File: config.mk
export PLATFORM = sky130hd
export DESIGN_NAME = fir_stream_adapter
export DESIGN_NICKNAME = d
export VERILOG_FILES = /design/src/rtl/fir_pkg.sv /design/src/rtl/fir_sample_fifo.sv /design/src/rtl/fir_stream_adapter.sv
export SDC_FILE = /design/constraint.sdc
export NUM_CORES = 1
export LEC_CHECK = 0
export BUFFER_PORTS_ARGS = -buffer_cell sky130_fd_sc_hd__buf_2
export CAP_MARGIN = 10
export CORE_ASPECT_RATIO = 1.4
export CORE_UTILIZATION = 62
export CTS_BUF_LIST = sky130_fd_sc_hd__clkbuf_2
export DETAILED_ROUTE_END_ITERATION = 10
export PLACE_DENSITY = 0.88
export SYNTH_ARGS = -nofsm -noshare
export SYNTH_HDL_FRONTEND = slang
export SYNTH_SLANG_ARGS = --single-unit
File: constraint.sdc
create_clock -name clk -period 4.03 [get_ports clk]
set_input_delay 0.2015 -clock clk [delete_from_list [all_inputs] [get_ports clk]]
set_output_delay 0.2015 -clock clk [all_outputs]
set_load 0.02 [all_outputs]
File: src/rtl/fir_pkg.sv
// fir_pkg: shared width defaults and FSM state type for the FIR stream adapter
package fir_pkg;
  localparam int FIR_IN_WIDTH   = 16;
  localparam int FIR_ACC_WIDTH  = 40;
  localparam int FIR_OUT_WIDTH  = 16;
  localparam int FIR_SHIFT      = 15;
  localparam int FIR_FIFO_DEPTH = 4;
  localparam int FIR_TIMEOUT    = 255;
  typedef enum logic {IDLE, WAIT} fir_state_t;
endpackage

File: src/rtl/fir_sample_fifo.sv
// fir_sample_fifo: synchronous FIFO with registered occupancy and registered not-full flag
module fir_sample_fifo #(
  parameter int WIDTH = 16,
  parameter int DEPTH = 4
) (
  input  logic             clk,
  input  logic             rst_n,
  input  logic             wr_en,
  input  logic [WIDTH-1:0] wr_data,
  input  logic             rd_en,
  output logic [WIDTH-1:0] rd_data,
  output logic             empty,
  output logic             ready
);
  localparam int PW = DEPTH > 1 ? $clog2(DEPTH) : 1;
  localparam int CW = $clog2(DEPTH + 1);
  logic [WIDTH-1:0] mem [DEPTH];
  logic [PW-1:0] wr_ptr, rd_ptr;
  logic [CW-1:0] count, count_next;
  logic push, pop;
  function automatic logic [PW-1:0] inc(input logic [PW-1:0] p);
    return p == PW'(DEPTH - 1) ? '0 : p + 1'b1;
  endfunction
  assign push    = wr_en && ready;
  assign pop     = rd_en && !empty;
  assign empty   = count == '0;
  assign rd_data = mem[rd_ptr];
  always_comb count_next = count + CW'(push) - CW'(pop);
  always_ff @(posedge clk) if (push) mem[wr_ptr] <= wr_data;
  always_ff @(posedge clk) begin
    if (!rst_n) begin
      wr_ptr <= '0;
      rd_ptr <= '0;
      count  <= '0;
      ready  <= 1'b0;
    end else begin
      if (push) wr_ptr <= inc(wr_ptr);
      if (pop) rd_ptr <= inc(rd_ptr);
      count <= count_next;
      ready <= count_next != CW'(DEPTH);
    end
  end
endmodule

File: src/rtl/fir_stream_adapter.sv
// fir_stream_adapter: buffers samples, issues one at a time to a FIR, scales and holds results
module fir_stream_adapter
  import fir_pkg::*;
#(
  parameter int IN_WIDTH   = FIR_IN_WIDTH,
  parameter int ACC_WIDTH  = FIR_ACC_WIDTH,
  parameter int OUT_WIDTH  = FIR_OUT_WIDTH,
  parameter int SHIFT      = FIR_SHIFT,
  parameter int FIFO_DEPTH = FIR_FIFO_DEPTH,
  parameter int TIMEOUT    = FIR_TIMEOUT
) (
  input  logic                        clk,
  input  logic                        rst_n,
  input  logic signed [IN_WIDTH-1:0]  s_data,
  input  logic                        s_valid,
  output logic                        s_ready,
  output logic signed [IN_WIDTH-1:0]  filt_data_in,
  output logic                        filt_data_in_valid,
  input  logic signed [ACC_WIDTH-1:0] filt_data_out,
  input  logic                        filt_data_out_valid,
  output logic signed [OUT_WIDTH-1:0] m_data,
  output logic                        m_sat,
  output logic                        m_valid,
  input  logic                        m_ready,
  output logic                        timeout_err,
  input  logic                        clr_err
);
  localparam int CW = $clog2(TIMEOUT + 1);
  localparam logic [ACC_WIDTH:0] HALF = {{ACC_WIDTH{1'b0}}, 1'b1} << (SHIFT - 1);
  fir_state_t state;
  logic [CW-1:0] wait_cnt;
  logic [IN_WIDTH-1:0] head;
  logic fifo_empty, pop, ovf;
  logic signed [ACC_WIDTH:0] rounded, shifted;
  logic [ACC_WIDTH-OUT_WIDTH+1:0] hi;
  logic [OUT_WIDTH-1:0] scaled;
  assign pop = state == IDLE && !fifo_empty && (!m_valid || m_ready);
  fir_sample_fifo #(.WIDTH(IN_WIDTH), .DEPTH(FIFO_DEPTH)) u_fifo (
    .clk    (clk),
    .rst_n  (rst_n),
    .wr_en  (s_valid),
    .wr_data(s_data),
    .rd_en  (pop),
    .rd_data(head),
    .empty  (fifo_empty),
    .ready  (s_ready)
  );
  // Round half up one bit wider than the accumulator, then clamp when the bits above the output sign disagree
  always_comb begin
    rounded = $signed({filt_data_out[ACC_WIDTH-1], filt_data_out} + HALF);
    shifted = rounded >>> SHIFT;
    hi      = shifted[ACC_WIDTH:OUT_WIDTH-1];
    ovf     = !((&hi) || !(|hi));
    scaled  = !ovf ? shifted[OUT_WIDTH-1:0]
            : shifted[ACC_WIDTH] ? {1'b1, {(OUT_WIDTH-1){1'b0}}} : {1'b0, {(OUT_WIDTH-1){1'b1}}};
  end
  always_ff @(posedge clk) begin
    if (!rst_n) begin
      state              <= IDLE;
      wait_cnt           <= '0;
      filt_data_in       <= '0;
      filt_data_in_valid <= 1'b0;
      m_data             <= '0;
      m_sat              <= 1'b0;
      m_valid            <= 1'b0;
      timeout_err        <= 1'b0;
    end else begin
      filt_data_in_valid <= 1'b0;
      if (m_valid && m_ready) m_valid <= 1'b0;
      if (clr_err) timeout_err <= 1'b0;
      if (state == IDLE) begin
        if (pop) begin
          filt_data_in       <= head;
          filt_data_in_valid <= 1'b1;
          wait_cnt           <= '0;
          state              <= WAIT;
        end
      end else if (filt_data_out_valid) begin
        m_data  <= scaled;
        m_sat   <= ovf;
        m_valid <= 1'b1;
        state   <= IDLE;
      end else if (wait_cnt == CW'(TIMEOUT - 1)) begin
        timeout_err <= 1'b1;
        state       <= IDLE;
      end else begin
        wait_cnt <= wait_cnt + 1'b1;
      end
    end
  end
endmodule

# Word level (Yosys, flattened, before mapping)
# Memories as Yosys holds them, arrays and structs flattened. A register that Yosys moved wholly into a read port is not among the register bits.
# Index checks and enable logic that the tools add are counted.
# totals
regBits,37
mem_bits_rw,64
out_inout_bits,37
mem_count,1
# mem_list
name,words,word_bits,rd,rd_clocked_by_memory_dff,wr,line,rtl
u_fifo.mem,4,16,1,1,1,fir_sample_fifo.sv:17,logic [WIDTH-1:0] mem [DEPTH];
# classes
addsub,6
n_eq_ne,6
n_mux,21
n_bitwise,2
reduce_logical,20
# op_table
operator,count
$add A40 B16 Y41 const B,1
$mux W16,2
$mux W8,4
$mux W1,13
$reduce_and A11 Y1,1
$reduce_or A11 Y1,1
$add A8 B1 Y8 const B,1
$eq A8 B8 Y1 const B,1
$logic_and A1 B1 Y1,5
$logic_not A1 Y1,5
$add A2 B1 Y2 const B,2
$eq A2 B2 Y1 const B,2
$mux W2,2
$ne A2 B2 Y1 const B,2
$reduce_and A2 Y1,2
$add A3 B1 Y3,1
$logic_not A3 Y1,1
$ne A3 B3 Y1 const B,1
$reduce_and A3 Y1,1
$sub A3 B1 Y3,1
$logic_or A1 B1 Y1,2
$not A1 Y1,2
$reduce_bool A2 Y1,1
$reduce_or A2 Y1,1

# Logic depth before layout (Yosys ltp)
# logic_depth
word_depth,7
mapped_depth,13

# Hierarchy
# From an unflattened synthesis, not the netlist that was laid out.
# hier_totals
hier_cells,411
area_unflattened_um2,5297.6
# by_module_without_submodules
mod,instances,cells_per_inst,area_each_um2,seq_area_each_um2
fir_sample_fifo,1,133,2861.5,2122.0
fir_stream_adapter,1,278,2436.1,900.9

# Worst setup path after synthesis
# OpenSTA, ideal clock, no wires.
# synth_path
path_kind,reg2reg
from,reg m_valid
to,reg u_fifo.ready
setup_ns,0.128
arrival_ns,2.571
required_time_ns,3.902
setup_slack_ns,1.331
stages_incl_launch_ff,14
path_buffers,2
synth_period_minus_slack_ns,2.699
cell_sequence,dfxtp_1 nor2b_1 or3_1 clkbuf_1 clkinv_1 clkbuf_1 ha_1 inv_1 ha_1 inv_1 fa_1 xnor2_1 nor3b_1 nor2_1
# synth_via
elab_chain_cells,6
# synth_lines
element,line,rtl
"start, declared",fir_stream_adapter.sv:23,"output logic m_valid,"
"start signal, assigned",fir_stream_adapter.sv:65,m_valid <= 1'b0;
"start signal, assigned",fir_stream_adapter.sv:69,if (m_valid && m_ready) m_valid <= 1'b0;
"start signal, assigned",fir_stream_adapter.sv:81,m_valid <= 1'b1;
$logic_not A1 Y1,fir_stream_adapter.sv:37,assign pop = state == IDLE && !fifo_empty && (!m_valid || m_ready);
$logic_or A1 B1 Y1,fir_stream_adapter.sv:37,
$logic_and A1 B1 Y1,fir_stream_adapter.sv:37,
$logic_and A1 B1 Y1,fir_sample_fifo.sv:25,assign pop = rd_en && !empty;
via u_fifo.pop,fir_sample_fifo.sv:20,"logic push, pop;"
$sub A3 B1 Y3,fir_sample_fifo.sv:28,always_comb count_next = count + CW'(push) - CW'(pop);
$ne A3 B3 Y1,fir_sample_fifo.sv:40,ready <= count_next != CW'(DEPTH);
"end signal, assigned",fir_sample_fifo.sv:40,
"end, declared",fir_sample_fifo.sv:13,output logic ready
# The timed path passes the listed nets, and every way through them passes these cells.
# A chain may end at the register's enable or synchronous reset.

# Worst setup path after layout
# layout_path
from,reg m_valid
to,reg u_fifo.ready
# layout_via
elab_chain_cells,6
# layout_lines
element,line
$logic_not A1 Y1,fir_stream_adapter.sv:37
$logic_or A1 B1 Y1,fir_stream_adapter.sv:37
$logic_and A1 B1 Y1,fir_stream_adapter.sv:37
$logic_and A1 B1 Y1,fir_sample_fifo.sv:25
$sub A3 B1 Y3,fir_sample_fifo.sv:28
$ne A3 B3 Y1,fir_sample_fifo.sv:40
# Every way passes these cells.

==> out/results.ini <==
[yosys]
synth_edf_count=64
synthCells=429
yosys.area_share.adder_pct=2.77
synthSimpleGateAreaFrac_pct=15.7
synth_top_cell_area_share_pct=36.7
yosys.cell_count.top_type=nand2_1
yosys_most_used_dff=edfxtp_1
synth-warning-count=0
async_flop_share_pct=0
yosysSeqAreaShare_pct=56.9
synthXorXnorAreaFrac_pct=4.32
yosys-top-cells-count=nand2_1, edfxtp_1, dfxtp_1
syn_area_um2=5240
synth_top_family_by_area=simple AND/OR/NAND/NOR gates
synth_area_leaders=edfxtp_1, dfxtp_1, mux4_2
syn_area_per_cell_um2=12.2
syn-num-nets=502
synth.distinct_cells=53
synth_seq_cells=117
synth_compound_area_share_pct=10.3
synth_top_area_cell=edfxtp_1
synth.area.mux_share_pct=7.09

[floorplan]
num_rows=39
ioPinCount=99
core_um2=8200
dieArea_um2=8830
die_h_um=111
start_util_pct=63.9
die_w_um=79.7

[worst_setup_path]
slowest_delay_ps=540
path_max_fanout=25
path_depth=12
critPathTopFamily=adder cells
regToRegEndpoint=u_fifo.ready
cp-end-kind=register
slowest_stage=clkinv_1
startpoint=m_valid
path_buf_inv=4
r2r_cells=12
worstReg2RegStart=m_valid
crit_path_start_kind=register
crit_type=register to register
crit_chain=nor2b_1 > or3_1 > buf_4 > clkinv_1 > ha_1 > inv_1 > ha_1 > inv_1 > fa_1 > xnor2_1 > nor3b_1 > nor2_1
rrSetupSlack_ps=850
crit_required_ps=4560
crit_end=u_fifo.ready
critPathArrivalTime_ps=3710

[route]
ant_nets=0
dr.pass1.iters=5
num_vias=3953
drt_iter0_drc=240
routed_wl_um=11400
drc=0
vias_per_cell=5.89
wire_per_inst_um=17.0

[pwr]
clkPwrFrac_pct=24.8
power_density_nw_per_um2=547
pwr-share-comb_pct=30.3
switching_share_pct=33.0
power_switching_mw=1.15
irDropWorstVdd_uv=392
leakagePower_nw=2.42
p_int_mw=2.34
p_seq_share_pct=45.0

[placement]
placed_area_um2=5700
numPortBuffers=84
hpwlAfterDp_um=6990
globalplace.congestion=0.909
place_inst=598

[status]
status=completed

[grt]
track_usage_pct=28.0
grt_overflow=0
antenna_found_initial=1
grt_first_pass_wirelength_um=18200
grt_max_degree=47
grt_pass1_vias=3921

[clock_tree]
htree_num_levels=4
cts-root-buf=clkbuf_2
clk_pin_slew_ps=170
cts.sinks=117
clockBufferDepth=2
numCtsBuffers=17
cts_resized=0
clk_latency_ps=660
hold_buffers=39
cts_tree=built
postCtsSetupBuffers=0

[finish]
nets=628
multi_input_area_um2=2110
seq_area_um2=2980
fill_cells=496
fin_cells=671
final_layout_size_suffix_gt1_share_pct=27.8
area_growth_pct=22.0
fin_util_pct=78.0
final_cell_area_um2=6390

[timing]
holdWs_ps=108
setup_violations=0
slew_viol_final=0
worstMarginPinSlew_ps=1020
fmax_mhz=314
fin_crit_sh_pct=79.0
rsz0062_at_grt=no
hold_violations=0
skew_ps=24.2
max-slew-margin-rel_pct=31.6
min_period_ps=3180
fin_tns_setup_ps=0

[hold_path]
min_path_type=input port to register
holdCritStartpoint=filt_data_out[15]
hold_path_depth=4

[flow_run]
maxCapViolCount=0

==> sequential cells by signal, summed over array words and instances, names as in the netlist <==
register,cells
filt_data_in,16
filt_data_in_valid,1
m_data,16
m_sat,1
m_valid,1
state,1
timeout_err,1
u_fifo.count,3
u_fifo.mem,64
u_fifo.rd_ptr,2
u_fifo.ready,1
u_fifo.wr_ptr,2
wait_cnt,8
==> tightest hold or removal path: stages <==
cell	delay (ps)
buf_2	100
ha_1	160
a21oi_1	60
a221oi_1	210
==> kinds of logic (layout without fill, tap and decap cells) <==
group	Yosys count	in the layout
and+or+nand+nor	157	157
DFF	117	117
AOI/OAI and AO/OA	71	71
buffers and inverters	31	170
xor gates and xnor gates	25	25
muxes	17	17
adders and majority gates	11	11
other	0	1
==> power groups by stage <==
stage / logic [mW] / clock network, mW / registers [mW]
floorplan: 0.634 / 0 / 1.66
global placement: 0.941 / 0 / 1.61
detailed placement: 0.980 / 0 / 1.62
CTS: 1.02 / 0.877 / 1.59
global route: 1.16 / 0.933 / 1.60
finish: 1.06 / 0.866 / 1.57
==> stage by stage <==
| stage | setup WS, ps | power, mW |
|---|---|---|
| finish | 845 | 3.50 |
| global route | 559 | 3.69 |
| detailed placement | 898 | 2.60 |
| floorplan | 1330 | 2.29 |
| CTS | 821 | 3.49 |
| global placement | 982 | 2.55 |
==> layer usage <==
| metal | wire length [um] | GRT usage, % |
|---|---|---|
| met1 | 4190 | 30.5 |
| met2 | 6120 | 47.1 |
| met3 | 821 | 9.63 |
| met4 | 282 | 14.5 |
| met5 | 0 | 0 |
==> cell type report <==
| type | count | share of cell area (%) |
|---|---|---|
| well taps | 102 | 2.00 |
| repair buffers | 128 | 13.4 |
| inverters | 10 | 0.587 |
| clock inverters | 14 | 2.98 |
| flip-flops and latches | 117 | 46.7 |
| multi-input cells | 281 | 32.9 |
| clock buffers | 18 | 1.41 |
| diodes | 1 | 0.0391 |
==> how the worst min path moves through the flow <==
stage                  endpoint  slack (ps)
6_report              m_data[0]         110
5_1_grt               m_data[0]          90
4_1_cts               m_data[0]          20
3_5_place_dp   u_fifo.mem[2][1]         420
3_3_place_gp   u_fifo.mem[2][3]         410
2_1_floorplan  u_fifo.mem[0][0]         300
==> placed cells by master, fill, tap and decap left out, types with 7 or more instances in the layout <==
| master | Yosys | routed |
|---|---|---|
| clkinv_1 | 1 | 7 |
| xor2_1 | 9 | 9 |
| a21oi_1 | 42 | 42 |
| nand3_1 | 14 | 14 |
| and3_1 | 9 | 9 |
| xnor2_1 | 15 | 15 |
| mux4_2 | 16 | 16 |
| dlygate4sd3_1 | 0 | 39 |
| edfxtp_1 | 64 | 64 |
| inv_1 | 8 | 8 |
| ha_1 | 10 | 10 |
| dfxtp_1 | 53 | 53 |
| a221oi_2 | 11 | 11 |
| nor2_1 | 22 | 22 |
| nand2_1 | 67 | 67 |
| nand4_1 | 12 | 12 |
| clkbuf_2 | 0 | 18 |
| buf_2 | 5 | 84 |
(Power assumes the default switching activity.)
